## src/rtl/sap1_pkg.sv

```systemverilog
// Shared SAP-1 definitions: loader state encoding, default datapath widths
// and control-word bit positions used by the core top level.
package sap1_pkg;

    localparam int DEF_ADDR_W = 4;
    localparam int DEF_DATA_W = 8;

    typedef enum logic [2:0] {
        ST_IDLE    = 3'd0,
        ST_LOAD    = 3'd1,
        ST_CHECK   = 3'd2,
        ST_RELEASE = 3'd3,
        ST_RUN     = 3'd4,
        ST_HALTED  = 3'd5,
        ST_ERROR   = 3'd6
    } load_state_t;

    // Bit positions inside the 12-bit con_word; *_N bits are active-low strobes.
    typedef enum int {
        CW_LO_N = 0,
        CW_LB_N = 1,
        CW_EU   = 2,
        CW_SU   = 3,
        CW_EA   = 4,
        CW_LA_N = 5,
        CW_EI_N = 6,
        CW_LI_N = 7,
        CW_CE_N = 8,
        CW_LM_N = 9,
        CW_EP   = 10,
        CW_CP   = 11,
        CON_W   = 12
    } con_bit_t;

endpackage

```

## src/rtl/prog_load_ctr.sv

```systemverilog
// Load address counter with terminal-count flag; one spare MSB keeps the
// count from wrapping before the loader leaves LOAD.
module prog_load_ctr
    import sap1_pkg::*;
#(
    parameter int ADDR_W = DEF_ADDR_W
) (
    input  logic              clk,
    input  logic              reset,
    input  logic              clear,
    input  logic              inc,
    output logic [ADDR_W-1:0] addr,
    output logic              last
);

    localparam logic [ADDR_W:0] LAST_CNT = (ADDR_W+1)'((2**ADDR_W) - 1);

    logic [ADDR_W:0] cnt;

    always_ff @(posedge clk) begin
        if (reset || clear) begin
            cnt <= '0;
        end else if (inc) begin
            cnt <= cnt + 1'b1;
        end
    end

    assign addr = cnt[ADDR_W-1:0];
    assign last = (cnt == LAST_CNT);

endmodule

```

## src/rtl/prog_loader.sv

```systemverilog
// SAP-1 program-mode controller: streams DEPTH bytes into program RAM while holding
// the core in clear, then releases it. Define CHECKSUM_EN to require a trailing checksum byte.
module prog_loader
    import sap1_pkg::*;
#(
    parameter int ADDR_W      = DEF_ADDR_W,
    parameter int DATA_W      = DEF_DATA_W,
    parameter int RELEASE_DLY = 2
) (
    input  logic              CLK,
    input  logic              CLR,
    input  logic              start,
    input  logic              in_valid,
    input  logic [DATA_W-1:0] in_data,
    output logic              in_ready,
    output logic              ram_we,
    output logic [ADDR_W-1:0] ram_addr,
    output logic [DATA_W-1:0] ram_wdata,
    input  logic              cpu_hlt,
    output logic              cpu_clr,
    output logic              busy,
    output logic              done,
    output logic              error
);

    load_state_t       state, state_nxt;
    logic [3:0]        dly;
    logic              load_begin;
    logic              wr_en;
    logic              last_byte;
    logic [ADDR_W-1:0] wr_addr;

    assign in_ready = (state == ST_LOAD) || (state == ST_CHECK);
    assign wr_en    = in_valid && (state == ST_LOAD);

    prog_load_ctr #(.ADDR_W(ADDR_W)) u_ctr (
        .clk   (CLK),
        .reset (CLR),
        .clear (load_begin),
        .inc   (wr_en),
        .addr  (wr_addr),
        .last  (last_byte)
    );

`ifdef CHECKSUM_EN
    logic [DATA_W-1:0] sum;
    logic [DATA_W-1:0] sum_chk;

    assign sum_chk = sum + in_data;

    always_ff @(posedge CLK) begin
        if (CLR || load_begin) begin
            sum <= '0;
        end else if (wr_en) begin
            sum <= sum + in_data;
        end
    end

    always_ff @(posedge CLK) begin
        if (CLR) begin
            error <= 1'b0;
        end else begin
            error <= (state_nxt == ST_ERROR);
        end
    end
`else
    assign error = 1'b0;
`endif

    always_comb begin
        state_nxt  = state;
        load_begin = 1'b0;
        case (state)
            ST_IDLE, ST_HALTED, ST_ERROR: begin
                if (start) begin
                    state_nxt  = ST_LOAD;
                    load_begin = 1'b1;
                end
            end
            ST_LOAD: begin
                if (wr_en && last_byte) begin
`ifdef CHECKSUM_EN
                    state_nxt = ST_CHECK;
`else
                    state_nxt = ST_RELEASE;
`endif
                end
            end
`ifdef CHECKSUM_EN
            ST_CHECK: begin
                if (in_valid) begin
                    state_nxt = (sum_chk == '0) ? ST_RELEASE : ST_ERROR;
                end
            end
`endif
            ST_RELEASE: begin
                if (dly == 4'(RELEASE_DLY)) begin
                    state_nxt = ST_RUN;
                end
            end
            ST_RUN: begin
                // A halt in the same cycle as start takes priority; start is dropped.
                if (cpu_hlt) begin
                    state_nxt = ST_HALTED;
                end
            end
            default: state_nxt = ST_IDLE;
        endcase
    end

    // Status outputs are registered from the next state so they line up with it.
    always_ff @(posedge CLK) begin
        if (CLR) begin
            state     <= ST_IDLE;
            dly       <= '0;
            ram_we    <= 1'b0;
            ram_addr  <= '0;
            ram_wdata <= '0;
            cpu_clr   <= 1'b1;
            busy      <= 1'b0;
            done      <= 1'b0;
        end else begin
            state   <= state_nxt;
            dly     <= (state == ST_RELEASE) ? dly + 4'd1 : 4'd0;
            ram_we  <= wr_en;
            if (wr_en) begin
                ram_addr  <= wr_addr;
                ram_wdata <= in_data;
            end
            cpu_clr <= !(state_nxt inside {ST_RUN, ST_HALTED});
            done    <= (state_nxt inside {ST_RUN, ST_HALTED});
            busy    <= (state_nxt inside {ST_LOAD, ST_CHECK, ST_RELEASE});
        end
    end

endmodule
```

## config.mk

```make
export PLATFORM = sky130hd
export DESIGN_NAME = prog_loader
export DESIGN_NICKNAME = d
export VERILOG_FILES = /design/src/rtl/sap1_pkg.sv /design/src/rtl/prog_load_ctr.sv /design/src/rtl/prog_loader.sv
export SDC_FILE = /design/constraint.sdc
export NUM_CORES = 1
export LEC_CHECK = 0
export ABC_AREA = 1
export ABC_CLOCK_PERIOD_IN_PS = 1500
export CAP_MARGIN = 20
export CORE_MARGIN = 2
export CORE_UTILIZATION = 45
export DETAILED_ROUTE_END_ITERATION = 10
export PLACE_DENSITY_LB_ADDON = 0.1
export SYNTH_ARGS = -nofsm -noshare
export SYNTH_HDL_FRONTEND = slang
export SYNTH_SLANG_ARGS = --single-unit
```

## constraint.sdc

```tcl
create_clock -name CLK -period 1.5 [get_ports CLK]
set_input_delay 0.375 -clock CLK [delete_from_list [all_inputs] [get_ports CLK]]
set_output_delay 0.375 -clock CLK [all_outputs]
set_load 0.02 [all_outputs]
```

==> results.sh, run 1 <==
export IMPL_status="finished clean"
export IMPL_portBuffers=29
export IMPL_yosys_area_share_simple_pct=28.3
export IMPL_fin_crit_ps=1440
export IMPL_area_delta_synth_final_pct=29.8
export IMPL_synth_top_family_by_area="simple AND/OR/NAND/NOR gates"
export IMPL_cap_violations=0
export IMPL_cts_max_path_buffers=2
export IMPL_synth_nets=167
export IMPL_cp_slowest_cell="dfxtp_4"
export IMPL_antennaDiodeCount=0
export IMPL_wl_mm=2.37
export IMPL_yosysWarnings=0
export IMPL_drv_slew=0
export IMPL_drc=0
export IMPL_synth_xor_area_share_pct=1.41
export IMPL_fin_nets=207
export IMPL_synthesis_area_um2=1240
export IMPL_leakage_nw=0.724
export IMPL_worst_ep_arrival_time_ps=1060
export IMPL_clock_sinks=28
export IMPL_drt_iter0_markers=31
export IMPL_num_io_pins=31
export IMPL_fp_coreArea_um2=2690
export IMPL_synth_cell_type_count=32
export IMPL_numCtsBuffers=3
export IMPL_clk_latency_ps=310
export IMPL_cpPeakStageDelay_ps=390
export IMPL_dieArea_um2=3190
export IMPL_ys_async_sr_fraction_pct=0
export IMPL_grt_pass1_wl_mm=4.02
export IMPL_path_buf_inv=1
export IMPL_drive_gt1_share_pct=23.9
export IMPL_dieHeight_um=56.5
export IMPL_cp_start_kind="flop"
export IMPL_cpLargestDelayFamily="flip-flops"
export IMPL_fmax_ghz=0.695
export IMPL_clk_pin_slew_ps=140
export IMPL_grt_use_total_pct=15.8
export IMPL_ys_top_cells_by_area="dfxtp_1 (45%), nor2_1 (6.0%), nand2_1 (5.1%)"
export IMPL_syn_avg_cell_area_um2=8.27
export IMPL_fillers=272
export IMPL_synth_seq_cells=28
export IMPL_postRouteAntennaNets=0
export IMPL_yosys_area_share_adder_pct=4.03
export IMPL_path_depth=3
export IMPL_dr_pass1_iters=4
export IMPL_final_cell_mix="dfxtp_1 (25), nor2_1 (20), nand2_1 (16), dlygate4sd2_1 (16)"
export IMPL_synth_edf_count=0
export IMPL_skew_ps=6.15
export IMPL_synthMuxAreaShare_pct=0
export IMPL_critPathMaxFanout=7
export IMPL_crit_required_ps=1120
export IMPL_synth_top_flop_cell="dfxtp_1"
export IMPL_stdcell_area_um2=1610
export IMPL_critPathCapture="in_ready"
export IMPL_htree_levels=1
export IMPL_synth_compound_area_share_pct=11.8
export IMPL_gp_congestion=0.972
export IMPL_hold_buffers=0
export IMPL_r2r_end="ram_wdata[4]$_SDFFE_PP0P_"
export IMPL_r2r_cells=8
export IMPL_post_dp_cell_area_um2=1600
export IMPL_period_share_pct=96.0
export IMPL_vias=1070
export IMPL_dp_hpwl_mm=1.86
export IMPL_yosysTopAreaCell="dfxtp_1"
export IMPL_die_w_um=56.5
export IMPL_hold_violations=0
export IMPL_startpoint="state[0]$_SDFF_PP0_"
export IMPL_endpoint_kind="output port"
export IMPL_rows=19
export IMPL_vdd_drop_max_uv=521
export IMPL_setup_viol=0
export IMPL_ys_seq_area_share_pct=45.2
export IMPL_syn_inst=150
export IMPL_grt_pass1_vias=1021
export IMPL_hold_class="flop to flop"
export IMPL_wl_per_cell_um=10.8
export IMPL_synth_top_area_share_pct=45.2
export IMPL_cts_setup_buffers=0
export IMPL_hold_ws_ps=476
export IMPL_antenna_found_initial=0
export IMPL_vias_per_cell=4.89
export IMPL_initial_core_util_pct=46.2
export IMPL_rr_startpoint="state[1]$_SDFF_PP0_"
export IMPL_crit_type="flop to output port"
export IMPL_worstPathCellList="o21ai_1, nor2_1, buf_4"
export IMPL_rsz0062_at_grt="true"
export IMPL_powerDensity_nw_per_um2=838
export IMPL_cts_root_buffer="clkbuf_4"
export IMPL_finalSetupTns_ps=0
export IMPL_grt_max_degree=17
export IMPL_reg2reg_slack_ps=90
export IMPL_final_common_cell="dfxtp_1"
export IMPL_cts_tree="done"
export IMPL_overflow=0
worst reg2reg max path: cells and delay by family (launching register included):
kind	cells	cell delay, ps
compound gates	1	160
buf+inv	3	410
simple gates	4	380
flops	1	360
metal layers:
layer / GRT usage, % / up-vias / routed length (um)
met5: 0 / - / 0
met2: 27.6 / 21 / 1170
met1: 18.7 / 490 / 1060
met3: 3.00 / 4 / 106
li1: - / 555 / -
met4: 7.14 / 0 / 36
Yosys cell counts (2+ instances only):
cell type   n
a21oi_1     4
a21oi_2     3
a31oi_1     2
dfxtp_1    28
ha_1        4
inv_1      12
inv_2       4
nand2_1    17
nand2_2     2
nand3_1    10
nor2_1     20
nor2_2     10
nor2_4      2
nor3_1      2
o21ai_0    12
o21ai_1     2
cells by family (layout without fill, tap and decap cells):
logic type | Yosys count | count (layout)
flip-flops | 28 | 28
AO/OA/AOI/OAI | 25 | 25
other | 1 | 1
adder cells (fa/ha/maj) | 4 | 4
XOR/XNOR | 2 | 2
AND/OR/NAND/NOR | 69 | 69
buffers and inverters | 21 | 59
power breakdown:
| part | switching [W] | internal [W] | leakage (nW) |
|---|---|---|---|
| combinational | 0.000140 | 0.000119 | 0.481 |
| sequential | 0.0000242 | 0.000779 | 0.230 |
| clock | 0.000195 | 0.0000938 | 0.0138 |
| total | 0.000359 | 0.000992 | 0.724 |
repair_timing:
action	4_1_cts	5_1_grt
endpoints found under the hold margin	0	0
pin swaps	0	0
resized for setup	22	5
setup endpoints to repair	17	3
worst min path at each step:
stage                                    from                   endpoint  slack (ps)  cells past startpoint
floorplan                   dly[0]$_SDFF_PP0_          dly[0]$_SDFF_PP0_         430                      1
global placement            dly[0]$_SDFF_PP0_          dly[0]$_SDFF_PP0_         450                      1
detailed placement          dly[0]$_SDFF_PP0_          dly[0]$_SDFF_PP0_         450                      1
CTS                 u_ctr.cnt[4]$_SDFFE_PP0P_  u_ctr.cnt[4]$_SDFFE_PP0P_         480                      2
global route        u_ctr.cnt[4]$_SDFFE_PP0P_  u_ctr.cnt[4]$_SDFFE_PP0P_         510                      2
finish                      dly[0]$_SDFF_PP0_          dly[0]$_SDFF_PP0_         480                      1
flip-flops by register name, summed over array words and instances, names as in the netlist:
register   cells
busy           1
done           1
u_ctr.cnt      5
state          3
ram_wdata      8
ram_we         1
cpu_clr        1
dly            4
ram_addr       4
area by class of cell:
cell class	count	area (um^2)	share of cell area, %
clock buffers	3	22.5	1.40
repair buffers	39	343	21.3
well taps	31	38.8	2.41
flip-flops and latches	28	567	35.2
multi-input cells	101	572	35.5
inverters	17	68.8	4.27
through the flow:
| stage | setup WS [ps] | instances | power, W | util (%) |
|---|---|---|---|---|
| finish | 60.3 | 219 | 0.00135 | 60.0 |
| global route | -2.60 | 219 | 0.00143 | 60.0 |
| CTS | 45.7 | 219 | 0.00137 | 59.6 |
| detailed placement | -134 | 216 | 0.00110 | 59.7 |
| global placement | -88.8 | 216 | 0.00110 | 59.7 |
| floorplan | 223 | 150 | 0.000979 | - |
(Power assumes the default switching activity.)
==> run 2: changes to the inputs <==
CAP_MARGIN = default   (was 20)
SYNTH_HIERARCHICAL = 1   (was default)
==> run 2 against run 1 <==
  * Routed wire length is 2.5% higher
  * Power is 16% higher
  * Fmax is 1.3% higher
  * Core utilization is 2.1 points higher
  * Combinational power is 10% higher
  * Synthesized cell count is 6.0% higher
  * Highest routed layer unchanged
  * Cell count is 5.0% higher
  * Sequential cell count stayed put
  * Register-to-register slack hardly changed
  * Sequential share of layout area is 1.4 points lower
==> results.sh, run 2 <==
export IMPL_synth_cell_type_count=23
export IMPL_syn_avg_cell_area_um2=7.79
export IMPL_grt_max_degree=17
export IMPL_hold_class="flop to flop"
export IMPL_synth_most_common_cell="nor2_1"
export IMPL_fin_crit_ps=1420
export IMPL_synth_nets=176
export IMPL_ys_seq_area_share_pct=45.3
export IMPL_cap_violations=0
export IMPL_largest_reg_flops=8
export IMPL_vias=1102
export IMPL_cp_slowest_cell="dfxtp_2"
export IMPL_antenna_found_initial=0
export IMPL_cpPeakStageDelay_ps=370
export IMPL_fin_nets=217
export IMPL_cts_tree="done"
export IMPL_synth_top_area_share_pct=45.3
export IMPL_numCtsBuffers=3
export IMPL_syn_inst=159
export IMPL_leakage_nw=0.790
export IMPL_switching_share_pct=24.6
export IMPL_synth_top_flop_cell="dfxtp_1"
export IMPL_ys_async_sr_fraction_pct=0
export IMPL_grt_pass1_vias=995
export IMPL_initial_core_util_pct=46.1
export IMPL_timing_final_ws_setup_ps=78.7
export IMPL_dieArea_um2=3190
export IMPL_switchingPower_w=0.000386
export IMPL_gp_congestion=0.857
export IMPL_clk_latency_ps=320
export IMPL_ys_top_cells_by_area="dfxtp_1 (45%), nor2_1 (11%), o21ai_1 (4.8%)"
export IMPL_fmax_ghz=0.704
export IMPL_clock_sinks=28
export IMPL_final_cell_mix="nor2_1 (37), dfxtp_1 (25), dlygate4sd2_1 (16), buf_4 (16), nand2_1 (15)"
export IMPL_internal_power_w=0.00118
export IMPL_p_comb_share_pct=18.1
export IMPL_antennaDiodeCount=0
export IMPL_status="finished clean"
export IMPL_drive_gt1_share_pct=22.6
export IMPL_fillers=274
export IMPL_drv_slew=0
export IMPL_critPathMaxFanout=3
export IMPL_worstPathCellList="o21ai_2, nor2_1, buf_4"
export IMPL_htree_levels=1
export IMPL_multi_input_area_um2=562
export IMPL_portBuffers=29
export IMPL_power_w=0.00157
export IMPL_synth_edf_count=0
export IMPL_cpLargestDelayFamily="flip-flops"
export IMPL_wl_per_cell_um=10.6
export IMPL_wl_mm=2.43
export IMPL_register_area_um2=564
export IMPL_clockPowerShare_pct=30.9
export IMPL_fin_util_pct=62.1
export IMPL_yosysTopAreaCell="dfxtp_1"
export IMPL_drc=0
export IMPL_drt_iter0_markers=21
export IMPL_seq_power_share_pct=50.9
export IMPL_fp_coreArea_um2=2690
export IMPL_crit_type="flop to output port"
export IMPL_cts_max_path_buffers=2
export IMPL_reg_largest_list="ram_wdata x8, u_ctr/cnt x5"
export IMPL_yosys_area_share_adder_pct=4.04
export IMPL_synth_seq_cells=28
export IMPL_dr_pass1_iters=4
export IMPL_synthMuxAreaShare_pct=0
export IMPL_dp_hpwl_mm=1.84
export IMPL_num_io_pins=31
export IMPL_synthTopCellsByCount="nor2_1 (37), dfxtp_1 (28), nand2_1 (16), o21ai_1 (12), inv_1 (11)"
export IMPL_postRouteAntennaNets=0
export IMPL_largest_register="ram_wdata"
export IMPL_place_ws_ps=-79.3
export IMPL_synth_xor_area_share_pct=0.707
export IMPL_setup_viol=0
export IMPL_dieHeight_um=56.5
export IMPL_overflow=0
export IMPL_yosys_area_share_simple_pct=28.6
export IMPL_cp_start_kind="flop"
export IMPL_clk_pin_slew_ps=150
export IMPL_powerDensity_nw_per_um2=941
export IMPL_vias_per_cell=4.79
export IMPL_yosysWarnings=6
export IMPL_hold_violations=0
export IMPL_endpoint_kind="output port"
export IMPL_crit_required_ps=1120
export IMPL_grt_use_total_pct=15.6
export IMPL_cts_root_buffer="clkbuf_4"
export IMPL_skew_ps=1.25
export IMPL_finalSetupTns_ps=0
export IMPL_final_common_cell="nor2_1"
export IMPL_synth_compound_area_share_pct=10.5
export IMPL_die_w_um=56.5
export IMPL_grt_pass1_wl_mm=4.02
export IMPL_worst_ep_arrival_time_ps=1050
export IMPL_vdd_drop_max_uv=776
export IMPL_area_delta_synth_final_pct=34.7
export IMPL_synthesis_area_um2=1240
export IMPL_synth_top_family_by_area="simple AND/OR/NAND/NOR gates"
export IMPL_path_buf_inv=1
export IMPL_period_share_pct=94.8
export IMPL_rows=19
==> run 2: cell types whose count changed after synthesis, sizes merged, moves of 2 or more <==
cell and delta:
a21oi -2, nor3 -2, or2 -3, buf +4, o21ai +3, nor2 +12
==> run 2: power groups by stage <==
stage	clock [W]	combinational [W]	sequential, W
after global routing	0.000540	0.000313	0.000806
final	0.000486	0.000285	0.000799
after detailed placement	0	0.000294	0.000815
after floorplan	0	0.000123	0.000856
after global placement	0	0.000289	0.000815
after CTS	0.000505	0.000271	0.000798
==> run 2: per-layer routing <==
| layer | up-vias | GRT usage (%) | share of wire [%] |
|---|---|---|---|
| met5 | - | 0 | 0 |
| met4 | 0 | 6.12 | 0.78 |
| met3 | 2 | 2.53 | 4.9 |
| met2 | 24 | 27.1 | 50 |
| met1 | 502 | 19.2 | 44 |
| li1 | 574 | - | - |
==> run 2: final cells by class <==
type / count / area share, %
clock buffer: 3 / 1.35
clock inverter: 1 / 1.80
inverter: 16 / 3.60
multi-input combinational: 106 / 33.7
sequential: 28 / 33.8
tap: 31 / 2.32
timing repair buffer: 45 / 23.5
==> run 2: through the flow <==
step	area, um^2	hold slack, ps	cells
6_report	1670	485	230
3_3_place_gp	1600	445	224
4_1_cts	1630	489	228
2_1_floorplan	1240	430	159
5_1_grt	1670	528	230
3_5_place_dp	1600	468	224
==> run 2: worst register-to-register path, cell delays in order, from the launching register on <==
cell     delay (ps)
dfxtp_2         370
buf_4           140
inv_1            80
nand2_2          80
nor2_2          140
nand2_2          90
inv_2           140
nand2_4          60
nor2_4          100
nand2_1          50
nand2_1          50
nor2_1           30
==> run 2: what timing repair did <==
| item | in CTS | in global routing |
|---|---|---|
| endpoints found under the setup margin | 17 | 7 |
| pin swaps | 0 | 2 |
| resized for setup | 22 | 8 |
| setup buffers | 0 | 2 |
| hold buffers | 0 | 0 |
==> run 2: cell families (layout without fill, tap and decap cells) <==
| kind of cell | after synthesis | count (layout) |
|---|---|---|
| simple gates | 75 | 75 |
| flops | 28 | 28 |
| compound gates | 25 | 25 |
| buf+inv | 25 | 65 |
| fa+ha+maj | 4 | 4 |
| other cells | 1 | 1 |
| xor+xnor | 1 | 1 |
==> run 2: final timing paths <==
check	from	endpoint	slack (ps)	cells after the start
min	dly[3]$_SDFF_PP0_	dly[3]$_SDFF_PP0_	480	2
min reg2reg	dly[3]$_SDFF_PP0_	dly[3]$_SDFF_PP0_	480	2
max	state[0]$_SDFF_PP0_	in_ready	80	3
max reg2reg	state[1]$_SDFF_PP0_	u_ctr/cnt[3]$_SDFFE_PP0P_	90	11
